<file path="src/rtl/conv_mem_pkg.sv">
// Shared constants and types for the conv-result memory arbiter slice.
package conv_mem_pkg;
  localparam int CM_AW     = 12;  // 64x64 map
  localparam int CM_DW     = 13;  // signed 9.4 fixed point
  localparam int CM_RD_LAT = 1;

  localparam logic LAYER0   = 1'b0;
  localparam logic LAYER1   = 1'b1;
  localparam logic REQ_CONV = 1'b0;
  localparam logic REQ_RDBK = 1'b1;

  typedef struct packed {
    logic vld;
    logic id;
  } rd_tag_t;
endpackage

</file>
<file path="src/rtl/conv_mem_arbiter_if.sv">
// Requester handshake and conv-memory port bundles. ARB_LOCK_EN adds a lock
// line to the requester bundle.
interface conv_req_if #(
  parameter int AW = conv_mem_pkg::CM_AW,
  parameter int DW = conv_mem_pkg::CM_DW
);
  logic          req;
  logic          we;
  logic          sel;
  logic [AW-1:0] addr;
  logic [DW-1:0] wdata;
  logic          gnt;
  logic          rvalid;
`ifdef ARB_LOCK_EN
  logic          lock;
  modport master (output req, we, sel, addr, wdata, lock, input gnt, rvalid);
  modport slave  (input req, we, sel, addr, wdata, lock, output gnt, rvalid);
`else
  modport master (output req, we, sel, addr, wdata, input gnt, rvalid);
  modport slave  (input req, we, sel, addr, wdata, output gnt, rvalid);
`endif
endinterface

interface conv_cmem_if #(
  parameter int AW = conv_mem_pkg::CM_AW,
  parameter int DW = conv_mem_pkg::CM_DW
);
  logic          cwr;
  logic          crd;
  logic [AW-1:0] caddr_wr;
  logic [AW-1:0] caddr_rd;
  logic [DW-1:0] cdata_wr;
  logic [DW-1:0] cdata_rd;
  logic          csel;
  modport master (output cwr, crd, caddr_wr, caddr_rd, cdata_wr, csel, input cdata_rd);
  modport slave  (input cwr, crd, caddr_wr, caddr_rd, cdata_wr, csel, output cdata_rd);
endinterface

</file>
<file path="src/rtl/conv_mem_arbiter_tag_pipe.sv">
// RD_LAT-deep shift register of {valid, id} tags tracking reads in the memory.
module conv_rd_tag_pipe import conv_mem_pkg::*; #(
  parameter int RD_LAT = CM_RD_LAT
) (
  input  logic    clk,
  input  logic    reset,
  input  rd_tag_t tag_in,
  output rd_tag_t tag_out,
  output logic    any_vld
);
  rd_tag_t tag_pipe [RD_LAT];

  always_ff @(posedge clk) begin
    if (reset) begin
      for (int i = 0; i < RD_LAT; i++) tag_pipe[i] <= '0;
    end else begin
      tag_pipe[0] <= tag_in;
      for (int i = 1; i < RD_LAT; i++) tag_pipe[i] <= tag_pipe[i-1];
    end
  end

  assign tag_out = tag_pipe[RD_LAT-1];

  always_comb begin
    any_vld = 1'b0;
    for (int i = 0; i < RD_LAT; i++) any_vld = any_vld | tag_pipe[i].vld;
  end
endmodule

</file>
<file path="src/rtl/conv_mem_arbiter.sv">
// Round-robin arbiter sharing the conv-result memory port between the conv
// writer (0) and readback reader (1). ARB_LOCK_EN enables owner lock bursts.
module conv_mem_arbiter import conv_mem_pkg::*; #(
  parameter int AW     = CM_AW,
  parameter int DW     = CM_DW,
  parameter int RD_LAT = CM_RD_LAT
) (
  input  logic          clk,
  input  logic          reset,
  conv_req_if.slave     rq0,
  conv_req_if.slave     rq1,
  conv_cmem_if.master   mem,
  output logic [DW-1:0] rdata,
  output logic          busy
);
  logic [1:0]    req;
  logic          prio, gid, gnt_any, cmd_id;
  logic          we_g, sel_g;
  logic [AW-1:0] addr_g;
  logic [DW-1:0] wdata_g;
  rd_tag_t       tag_in, tag_out;
  logic          tag_busy;

  assign req     = {rq1.req, rq0.req};
  assign gnt_any = |req;

`ifdef ARB_LOCK_EN
  logic [1:0] lock;
  logic       lock_act, lock_id, hold;
  assign lock = {rq1.lock, rq0.lock};
  // owner keeps the port while it still requests with lock asserted
  assign hold = lock_act && req[lock_id] && lock[lock_id];
`endif

  always_comb begin
    gid = prio;
    if (req == 2'b01)      gid = REQ_CONV;
    else if (req == 2'b10) gid = REQ_RDBK;
`ifdef ARB_LOCK_EN
    if (hold) gid = lock_id;
`endif
  end

  assign rq0.gnt = gnt_any & ~gid;
  assign rq1.gnt = gnt_any & gid;
  assign we_g    = gid ? rq1.we    : rq0.we;
  assign sel_g   = gid ? rq1.sel   : rq0.sel;
  assign addr_g  = gid ? rq1.addr  : rq0.addr;
  assign wdata_g = gid ? rq1.wdata : rq0.wdata;

  always_ff @(posedge clk) begin
    if (reset) begin
      prio         <= REQ_CONV;
      cmd_id       <= REQ_CONV;
      mem.cwr      <= 1'b0;
      mem.crd      <= 1'b0;
      mem.csel     <= LAYER0;
      mem.caddr_wr <= '0;
      mem.caddr_rd <= '0;
      mem.cdata_wr <= '0;
      rdata        <= '0;
      rq0.rvalid   <= 1'b0;
      rq1.rvalid   <= 1'b0;
    end else begin
      mem.cwr    <= gnt_any & we_g;
      mem.crd    <= gnt_any & ~we_g;
      rq0.rvalid <= tag_out.vld & ~tag_out.id;
      rq1.rvalid <= tag_out.vld & tag_out.id;
      if (tag_out.vld) rdata <= mem.cdata_rd;
      if (gnt_any) begin
        prio     <= ~gid;
        cmd_id   <= gid;
        mem.csel <= sel_g;
        if (we_g) begin
          mem.caddr_wr <= addr_g;
          mem.cdata_wr <= wdata_g;
        end else begin
          mem.caddr_rd <= addr_g;
        end
      end
    end
  end

`ifdef ARB_LOCK_EN
  always_ff @(posedge clk) begin
    if (reset) begin
      lock_act <= 1'b0;
      lock_id  <= REQ_CONV;
    end else if (gnt_any) begin
      lock_act <= lock[gid];
      lock_id  <= gid;
    end
  end
`endif

  // tag enters alongside the registered crd, i.e. when the memory samples it
  assign tag_in = '{vld: mem.crd, id: cmd_id};

  conv_rd_tag_pipe #(.RD_LAT(RD_LAT)) u_tag_pipe (
    .clk     (clk),
    .reset   (reset),
    .tag_in  (tag_in),
    .tag_out (tag_out),
    .any_vld (tag_busy)
  );

  assign busy = tag_busy | mem.cwr | mem.crd;
endmodule

</file>
<file path="src/flat_wrapper.sv">
// flat-port wrapper written by rule: the top's interface ports become plain ports
module conv_mem_arbiter_flat import conv_mem_pkg::*;
#(
  parameter int AW     = CM_AW,
  parameter int DW     = CM_DW,
  parameter int RD_LAT = CM_RD_LAT
)
  (clk, reset, rdata, busy, rq0_req, rq0_we, rq0_sel, rq0_addr, rq0_wdata, rq0_gnt, rq0_rvalid, rq1_req, rq1_we, rq1_sel, rq1_addr, rq1_wdata, rq1_gnt, rq1_rvalid, mem_cwr, mem_crd, mem_caddr_wr, mem_caddr_rd, mem_cdata_wr, mem_csel, mem_cdata_rd);
  conv_req_if #(.AW(AW), .DW(DW)) rq0_i ();
  conv_req_if #(.AW(AW), .DW(DW)) rq1_i ();
  conv_cmem_if #(.AW(AW), .DW(DW)) mem_i ();
  input  logic clk;
  input  logic reset;
  output logic [DW-1:0] rdata;
  output logic busy;
  input wire logic [$bits(rq0_i.req)-1:0] rq0_req;
  input wire logic [$bits(rq0_i.we)-1:0] rq0_we;
  input wire logic [$bits(rq0_i.sel)-1:0] rq0_sel;
  input wire logic [$bits(rq0_i.addr)-1:0] rq0_addr;
  input wire logic [$bits(rq0_i.wdata)-1:0] rq0_wdata;
  output wire logic [$bits(rq0_i.gnt)-1:0] rq0_gnt;
  output wire logic [$bits(rq0_i.rvalid)-1:0] rq0_rvalid;
  input wire logic [$bits(rq1_i.req)-1:0] rq1_req;
  input wire logic [$bits(rq1_i.we)-1:0] rq1_we;
  input wire logic [$bits(rq1_i.sel)-1:0] rq1_sel;
  input wire logic [$bits(rq1_i.addr)-1:0] rq1_addr;
  input wire logic [$bits(rq1_i.wdata)-1:0] rq1_wdata;
  output wire logic [$bits(rq1_i.gnt)-1:0] rq1_gnt;
  output wire logic [$bits(rq1_i.rvalid)-1:0] rq1_rvalid;
  output wire logic [$bits(mem_i.cwr)-1:0] mem_cwr;
  output wire logic [$bits(mem_i.crd)-1:0] mem_crd;
  output wire logic [$bits(mem_i.caddr_wr)-1:0] mem_caddr_wr;
  output wire logic [$bits(mem_i.caddr_rd)-1:0] mem_caddr_rd;
  output wire logic [$bits(mem_i.cdata_wr)-1:0] mem_cdata_wr;
  output wire logic [$bits(mem_i.csel)-1:0] mem_csel;
  input wire logic [$bits(mem_i.cdata_rd)-1:0] mem_cdata_rd;
  assign rq0_i.req = rq0_req;
  assign rq0_i.we = rq0_we;
  assign rq0_i.sel = rq0_sel;
  assign rq0_i.addr = rq0_addr;
  assign rq0_i.wdata = rq0_wdata;
  assign rq0_gnt = rq0_i.gnt;
  assign rq0_rvalid = rq0_i.rvalid;
  assign rq1_i.req = rq1_req;
  assign rq1_i.we = rq1_we;
  assign rq1_i.sel = rq1_sel;
  assign rq1_i.addr = rq1_addr;
  assign rq1_i.wdata = rq1_wdata;
  assign rq1_gnt = rq1_i.gnt;
  assign rq1_rvalid = rq1_i.rvalid;
  assign mem_cwr = mem_i.cwr;
  assign mem_crd = mem_i.crd;
  assign mem_caddr_wr = mem_i.caddr_wr;
  assign mem_caddr_rd = mem_i.caddr_rd;
  assign mem_cdata_wr = mem_i.cdata_wr;
  assign mem_csel = mem_i.csel;
  assign mem_i.cdata_rd = mem_cdata_rd;
  conv_mem_arbiter #(.AW(AW), .DW(DW), .RD_LAT(RD_LAT)) u_core (.clk(clk), .reset(reset), .rq0(rq0_i), .rq1(rq1_i), .mem(mem_i), .rdata(rdata), .busy(busy));
endmodule
</file>
<file path="config.mk">
export PLATFORM = sky130hd
export DESIGN_NAME = conv_mem_arbiter_flat
export DESIGN_NICKNAME = d
export VERILOG_FILES = /design/src/rtl/conv_mem_pkg.sv /design/src/rtl/conv_mem_arbiter_if.sv /design/src/rtl/conv_mem_arbiter_tag_pipe.sv /design/src/rtl/conv_mem_arbiter.sv /design/src/flat_wrapper.sv
export SDC_FILE = /design/constraint.sdc
export NUM_CORES = 1
export LEC_CHECK = 0
export CAP_MARGIN = 20
export CORE_UTILIZATION = 44
export CTS_CLUSTER_SIZE = 12
export DETAILED_ROUTE_END_ITERATION = 16
export GPL_ROUTABILITY_DRIVEN = 0
export PLACE_DENSITY = 0.86
export SLEW_MARGIN = 20
export SYNTH_ARGS = -nofsm -noshare
export SYNTH_HDL_FRONTEND = slang
export SYNTH_SLANG_ARGS = --single-unit
</file>
<file path="constraint.sdc">
create_clock -name clk -period 1.9 [get_ports clk]
set_input_delay 0.285 -clock clk [delete_from_list [all_inputs] [get_ports clk]]
set_output_delay 0.285 -clock clk [all_outputs]
set_load 0.01 [all_outputs]
</file>
==> impl_summary.txt, run 1 <==
----------------------------------------------------
[Outcome]
  Result of the run ... finished clean

[Timing]
  Clock skew after layout ... 6.83 ps
  Final Hold Violating Endpoints ... 0
  Final min period ... 1770 ps
  Worst Tran Pin Value ... 733 ps
  Top achievable clock speed ... 0.566 GHz
  Unrepaired setup endpoints after global routing ... no
  Final worst-path cycle share ... 0.930
  Max Slew Vio Count ... 0
  Tightest slew margin relative to the limit ... 0.512
  Final number of setup-violating endpoints ... 0
  Setup slack of the critical path after layout ... 133 ps

[Die]
  Floorplan die width ... 87.7 um
  Number of top-level pins ... 129
  Starting density of the core ... 0.465
  Area of the core ... 0.00694 sq mm
  Total Die Area ... 0.00768 sq mm
  Cell row count ... 30
  Die H ... 87.7 um

[Worst setup path]
  CP Launch Type ... register
  Worst stage delay on the critical path ... 480 ps
  Maximum fanout along the worst path ... 2
  Path length in cells of the critical path ... 2
  R2R cell count ... 5
  Series of cell instances along the critical path ... or3_1 > clkdlybuf4s50_1
  CP top delay family ... buffers and inverters
  Classification of the worst setup path ... register to primary output
  Endpoint class of the critical path ... primary output
  Data arrival time of the critical path ... 1480 ps
  Worst path required time ... 1620 ps
  Cell at the slowest stage of the critical path ... sky130_fd_sc_hd__clkdlybuf4s50_1
  Worst Path Buf+Inv ... 1

[Placed design]
  Port bufs ... 128
  Sum of net half-perimeters after detailed placement ... 7480 um
  Count of placed standard cells including taps ... 546
  Setup slack at placement ... -152 ps

[Clock tree]
  Cell at the root of the clock tree ... sky130_fd_sc_hd__clkbuf_8
  Number of buffers on the longest clock path ... 2
  Number of clock sinks ... 59
  Clk Latency, worst-skew pair ... 340 ps
  H-tree level count ... 3
  Clock transition at the registers of the reported paths ... 70 ps
  CTS buffer count ... 9
  Count of instances resized after the clock tree is built ... 5
  Setup Fix Bufs, Post-CTS ... 0
  CTS hold repair buffers ... 0
  Clock tree from TritonCTS ... built

[Synthesis]
  Most instantiated flip-flop cell in the synthesis netlist ... sky130_fd_sc_hd__dfxtp_1
  YS warnings ... 0
  Compound-gate portion of the synthesized area ... 0.269
  Xor and xnor area share after synthesis ... 0
  Number of enable flip-flop cells after synthesis ... 0
  Area share of and/or/nand/nor cells after synthesis ... 0.168
  Part of the Yosys area used for sequential elements ... 0.366
  Mapped cell area ... 0.00323 sq mm
  Unique masters post-synth ... 26
  Flop and latch count out of synthesis ... 59
  Top cells by area in the synthesized netlist ... sky130_fd_sc_hd__dfxtp_1, sky130_fd_sc_hd__mux2i_1, sky130_fd_sc_hd__a221oi_1
  Synthesized Nets ... 404
  Portion of synthesized cell area occupied by the leading cell type ... 0.366
  Mean cell area of the mapped netlist ... 9.69 sq um
  Multiplexer fraction of the synthesized cell area ... 0.118
  Number of instances in the synthesized netlist ... 333
  Largest family of logic cells by synthesized area ... compound AO/OA/AOI/OAI gates
  Synth async-reset ratio ... 0
  Dominant cell type by area after synthesis ... sky130_fd_sc_hd__dfxtp_1
  Adder and majority gate portion of the synthesized area ... 0

[Route]
  Via density per instance ... 6.10
  DRC marker count from the first detailed-route iteration ... 364
  Remaining number of nets flagged by the antenna check after routing ... 0
  Drt total wl ... 10200 um
  Remaining routing DRC violations ... 0
  Detailed Routing Iterations Pass 1 ... 5
  Total via count in the routed design ... 3427
  Wire length per cell after detailed routing ... 18.1 um

[Final layout]
  Number of antenna cells inserted ... 0
  Number of nets at the end of the flow ... 532
  Final Core Density ... 0.710
  Fraction of layout instances using a drive strength above 1 ... 0.122
  Filler Cell Count ... 497
  Post-layout instance count excluding filler cells ... 562
  Post-synthesis to final-layout area growth ... 52.7%

[Flow run]
  Count of maximum capacitance violations ... 0

[Hold path]
  Hold crit path type ... register to register
  Worst hold path cell count ... 1

[Global routing]
  Via count of the first global-routing pass ... 3286
  Tot GR Track Use ... 0.271
  Pin count of the biggest net entering global routing ... 39
  Gr ovfl total ... 0
  Global-route wire length before repair ... 15900 um
  Antenna violations before repair ... 0

[Pwr]
  Maximum VDD drop ... 0.456 mV
  Leak ... 0.00197 uW
  Power per unit of standard cell area ... 763 mW/mm^2

----------------------------------------------------
## synth_stat cells, types with 2 or more instances
cell type	number
sky130_fd_sc_hd__a221oi_1	37
sky130_fd_sc_hd__a22o_1	2
sky130_fd_sc_hd__a311oi_1	35
sky130_fd_sc_hd__a311oi_2	2
sky130_fd_sc_hd__a31oi_1	25
sky130_fd_sc_hd__and2_1	2
sky130_fd_sc_hd__and3b_1	26
sky130_fd_sc_hd__buf_1	2
sky130_fd_sc_hd__buf_2	17
sky130_fd_sc_hd__buf_4	7
sky130_fd_sc_hd__buf_6	4
sky130_fd_sc_hd__clkbuf_1	17
sky130_fd_sc_hd__dfxtp_1	59
sky130_fd_sc_hd__mux2i_1	38
sky130_fd_sc_hd__nand2b_1	3
sky130_fd_sc_hd__nor2_1	16
sky130_fd_sc_hd__nor2b_1	32
## cells in the final DEF, fill, tap and decap left out, types with 2 or more instances in the layout
master,instances
sky130_fd_sc_hd__mux2i_1,38
sky130_fd_sc_hd__and3b_1,26
sky130_fd_sc_hd__nor2b_1,32
sky130_fd_sc_hd__buf_12,3
sky130_fd_sc_hd__clkbuf_8,10
sky130_fd_sc_hd__nor2_1,16
sky130_fd_sc_hd__a311oi_2,2
sky130_fd_sc_hd__a311oi_1,35
sky130_fd_sc_hd__buf_4,33
sky130_fd_sc_hd__nand2b_1,2
sky130_fd_sc_hd__dfxtp_1,58
sky130_fd_sc_hd__bufinv_16,3
sky130_fd_sc_hd__and2_1,2
sky130_fd_sc_hd__a221oi_1,37
sky130_fd_sc_hd__clkdlybuf4s50_1,123
sky130_fd_sc_hd__a22o_1,2
sky130_fd_sc_hd__dlygate4sd2_1,4
sky130_fd_sc_hd__clkinv_2,2
sky130_fd_sc_hd__a31oi_1,25
## cell type report
cell class / count / area (sq um) / area share
Clock buffer: 11 / 141 / 0.0287
Clock inverter: 5 / 100 / 0.0203
Inverter: 1 / 3.75 / 0.000762
Multi-Input combinational cell: 226 / 1800 / 0.365
Sequential cell: 59 / 1180 / 0.240
Tap cell: 96 / 120 / 0.0244
Timing Repair Buffer: 164 / 1580 / 0.320
## stage by stage
step | power, uW | hold slack [ps] | setup TNS (ps) | cell area, sq um
after floorplan | 1890 | 390 | 0 | 3230
after global placement | 2360 | 397 | -2290 | 4690
after detailed placement | 2380 | 402 | -3810 | 4690
after CTS | 3770 | 409 | 0 | 4930
after global routing | 3910 | 418 | 0 | 4930
final | 3760 | 406 | 0 | 4930
## worst paths after layout
kind                                     from                     end  slack, ps
max          u_core.u_tag_pipe.tag_pipe[0][1]                    busy        130
min          u_core.u_tag_pipe.tag_pipe[0][0]       u_core.rq0.rvalid        410
max reg2reg                       u_core.prio  u_core.mem.caddr_rd[7]        270
min reg2reg  u_core.u_tag_pipe.tag_pipe[0][0]       u_core.rq0.rvalid        410
## flip-flops by register name (all words and copies together) (netlist names)
name	cells
u_core.mem.cwr	1
u_core.mem.caddr_wr	12
u_core.mem.crd	1
u_core.prio	1
u_core.cmd_id	1
u_core.rdata	13
u_core.rq1.rvalid	1
u_core.rq0.rvalid	1
u_core.u_tag_pipe.tag_pipe	2
u_core.mem.csel	1
u_core.mem.caddr_rd	12
u_core.mem.cdata_wr	13
## power by group
group	leakage, uW	switching [uW]	internal [uW]	total (uW)
Clock	0.000123	489	903	1390
Sequential	0.000487	67.7	1340	1400
Combinational	0.00136	429	536	965
## routing by layer
metal | track usage | vias up | share of wire
li1 | - | 1569 | -
met1 | 0.312 | 1633 | 0.39
met2 | 0.480 | 198 | 0.49
met3 | 0.0603 | 27 | 0.097
met4 | 0.119 | 0 | 0.021
met5 | 0 | - | 0
## kinds of logic after synthesis
group,count (synthesis)
simple gates,83
mux,38
compound gates,105
flops,59
buf+inv,48
Power figures use the tool's default switching activity.
==> run 2, diff against run 1 <==
--- a/config.mk
+++ b/config.mk
@@ -7,6 +7,7 @@
 export LEC_CHECK = 0
 export CAP_MARGIN = 20
 export CORE_UTILIZATION = 44
+export CTS_CLUSTER_DIAMETER = 200
 export CTS_CLUSTER_SIZE = 12
 export DETAILED_ROUTE_END_ITERATION = 16
 export GPL_ROUTABILITY_DRIVEN = 0
==> constraint.sdc (replaced) <==
create_clock -name clk -period 1.8 [get_ports clk]
set_input_delay 0.27 -clock clk [delete_from_list [all_inputs] [get_ports clk]]
set_output_delay 0.27 -clock clk [all_outputs]
set_load 0.01 [all_outputs]
==> run 2 against run 1 <==
  * Non-clock buffer count grew 2
  * Total power grew 5.8%
  * Design area up 0.56%
  * Combinational power grew 8%
  * Register-to-register slack lost 70 ps
  * Clock power rose by 5%
  * Core utilization increased by 0.40 points
  * Largest cell class unchanged
  * Highest routed layer unchanged
==> impl_summary.txt, run 2 (same netlist as run 1, synthesis figures left out) <==
----------------------------------------------------
[Outcome]
  Result of the run ... finished clean

[Hold path]
  Worst hold path cell count ... 1 (unchanged)
  Hold Path Origin ... u_core.u_tag_pipe.tag_pipe[0][0]
  Hold crit path type ... register to register
  Hold EP ... u_core.rq0.rvalid

[Clock tree]
  Setup Fix Bufs, Post-CTS ... 0 (unchanged)
  Number of buffers on the longest clock path ... 2 (unchanged)
  Cell at the root of the clock tree ... sky130_fd_sc_hd__clkbuf_8
  Clock transition at the registers of the reported paths ... 60 ps (about the same)
  Clk Latency, worst-skew pair ... 340 ps (about the same)
  Clock tree from TritonCTS ... built
  H-tree level count ... 3 (unchanged)
  CTS hold repair buffers ... 0 (unchanged)
  Number of clock sinks ... 59 (unchanged)
  CTS buffer count ... 9 (unchanged)

[Worst setup path]
  Worst flop-to-flop path endpoint ... u_core.mem.cdata_wr[2]
  Worst path required time ... 1530 ps (-90 ps)
  Maximum fanout along the worst path ... 9 (+7)
  Origin of the critical flop-to-flop path ... u_core.prio
  CP Launch Type ... register
  R2R cell count ... 6 (+1)
  Endpoint class of the critical path ... primary output
  Classification of the worst setup path ... register to primary output
  Worst reg2reg setup slack ... 200 ps (-70 ps)
  Data arrival time of the critical path ... 1330 ps (-150 ps)

[Global routing]
  Met2 Usage GRT ... 0.482 (+0.00213)
  Antenna violations before repair ... 0 (unchanged)
  Met1 layer usage reported by global route ... 0.320 (+0.00739)
  GRT Max-Usage Layer ... met2
  Pin count of the biggest net entering global routing ... 39 (unchanged)
  Via count of the first global-routing pass ... 3304 (+0.55%)
  Gr ovfl total ... 0 (unchanged)
  Global-route wire length before repair ... 16100 um (+1.2%)
  Tot GR Track Use ... 0.273 (+0.00217)
  Global routing usage on met3 ... 0.0679 (+0.00754)

[Die]
  Number of top-level pins ... 129 (unchanged)
  Starting density of the core ... 0.465 (unchanged)
  Cell row count ... 30 (unchanged)
  Area of the core ... 0.00694 sq mm (unchanged)
  Floorplan die width ... 87.7 um (unchanged)
  Die H ... 87.7 um (unchanged)
  Total Die Area ... 0.00768 sq mm (unchanged)

[Route]
  Via density per instance ... 6.01 (-1.4%)
  Detailed Routing Iterations Pass 1 ... 5 (unchanged)
  DRC marker count from the first detailed-route iteration ... 274 (-25%)
  Drt total wl ... 10300 um (+1.7%)
  Remaining routing DRC violations ... 0 (unchanged)
  Remaining number of nets flagged by the antenna check after routing ... 0 (unchanged)
  Total via count in the routed design ... 3390 (-1.1%)
  Wire length per cell after detailed routing ... 18.3 um (+1.3%)

[Final layout]
  Most used cells in the layout excluding fill and tap cells ... sky130_fd_sc_hd__clkdlybuf4s50_1, sky130_fd_sc_hd__dfxtp_1, sky130_fd_sc_hd__mux2i_1, sky130_fd_sc_hd__a221oi_1, sky130_fd_sc_hd__a311oi_1
  Post-synthesis to final-layout area growth ... 53.5%
  Number of nets at the end of the flow ... 534 (+0.38%)
  Number of antenna cells inserted ... 0 (unchanged)
  Cell area after layout ... 0.00496 sq mm (+0.56%)
  Fraction of layout instances using a drive strength above 1 ... 0.126 (+0.00375)
  Final Core Density ... 0.714 (+0.00396)
  Filler Cell Count ... 510 (+2.6%)
  Multi-input logic area ... 0.00180 sq mm (unchanged)
  Storage cell area ... 0.00118 sq mm (-0.21%)
  Largest registers ... u_core.mem.cdata_wr x13, u_core.rdata x13
  Most frequent standard cell in the layout excluding fill and tap cells ... sky130_fd_sc_hd__clkdlybuf4s50_1

[Timing]
  Final number of setup-violating endpoints ... 0 (unchanged)
  Final worst-path cycle share ... 0.888
  Clock skew after layout ... 6.04 ps (-0.792 ps)
  Final-layout setup total negative slack ... 0 ps (unchanged)
  Tightest slew margin relative to the limit ... 0.534 (+0.0222)
  Top achievable clock speed ... 0.626 GHz
  Unrepaired setup endpoints after global routing ... no
  Final Hold Violating Endpoints ... 0 (unchanged)
  Final min period ... 1600 ps
  Max Slew Vio Count ... 0 (unchanged)
  Worst Tran Pin Value ... 699 ps (-33.3 ps)
  Setup slack of the critical path after layout ... 201 ps (+68.3 ps)
  Hold_ws ... 434 ps (+27.5 ps)

[Pwr]
  Power per unit of standard cell area ... 802 mW/mm^2 (+5.2%)
  Maximum VDD drop ... 0.402 mV (-12%)
  Leak ... 0.00199 uW (+1.4%)

[Flow run]
  Count of maximum capacitance violations ... 0 (unchanged)

[Placed design]
  Port bufs ... 128 (unchanged)
  Sum of net half-perimeters after detailed placement ... 7670 um (+2.4%)
  Setup slack at placement ... -265 ps (-114 ps)
  Placed cell areas ... 0.00472 sq mm (+0.59%)

----------------------------------------------------
run 2: layer usage:
metal,part of all wire,vias up
met5,0,-
li1,-,1580
met3,0.091,21
met1,0.40,1606
met4,0.019,0
met2,0.49,183
run 2: per-stage QoR:
step	power, uW	std cells
2_1_floorplan	2000	333
5_1_grt	4120	564
3_3_place_gp	2500	548
6_report	3980	564
3_5_place_dp	2530	548
4_1_cts	3980	564
run 2: what timing repair did:
item / CTS / global route
pin swaps: 0 / 0
endpoints found under the setup margin: 2 / 1
resized for setup: 4 / 1
run 2: worst max-delay path by stage:
stage          slack (ps)                        startpoint  cells after the start                 endpoint
2_1_floorplan         400                       u_core.prio                      6  u_core.mem.caddr_wr[10]
3_3_place_gp         -180                           rq1_req                      3                  rq1_gnt
3_5_place_dp         -270                           rq1_req                      6   u_core.mem.caddr_rd[5]
4_1_cts                20  u_core.u_tag_pipe.tag_pipe[0][1]                      2                     busy
5_1_grt               130                       u_core.prio                      6   u_core.mem.cdata_wr[2]
6_report              200                       u_core.prio                      3                  rq0_gnt
run 2: final cells by class:
cell class,count,share of cell area
multi-input cells,226,0.363
clock buffers,11,0.0285
clock inverters,5,0.0202
well taps,96,0.0242
inverters,1,0.000757
flip-flops and latches,59,0.239
repair buffers,166,0.325
run 2: critical path, stage by stage (launching register included):
cell	delay, ps
sky130_fd_sc_hd__dfxtp_2	340
sky130_fd_sc_hd__buf_4	180
sky130_fd_sc_hd__a21boi_4	140
sky130_fd_sc_hd__dlygate4sd2_1	340
run 2: where the power goes:
| part | internal [uW] | switching, uW |
|---|---|---|
| clock | 953 | 510 |
| combinational | 573 | 463 |
| sequential | 1410 | 67.8 |
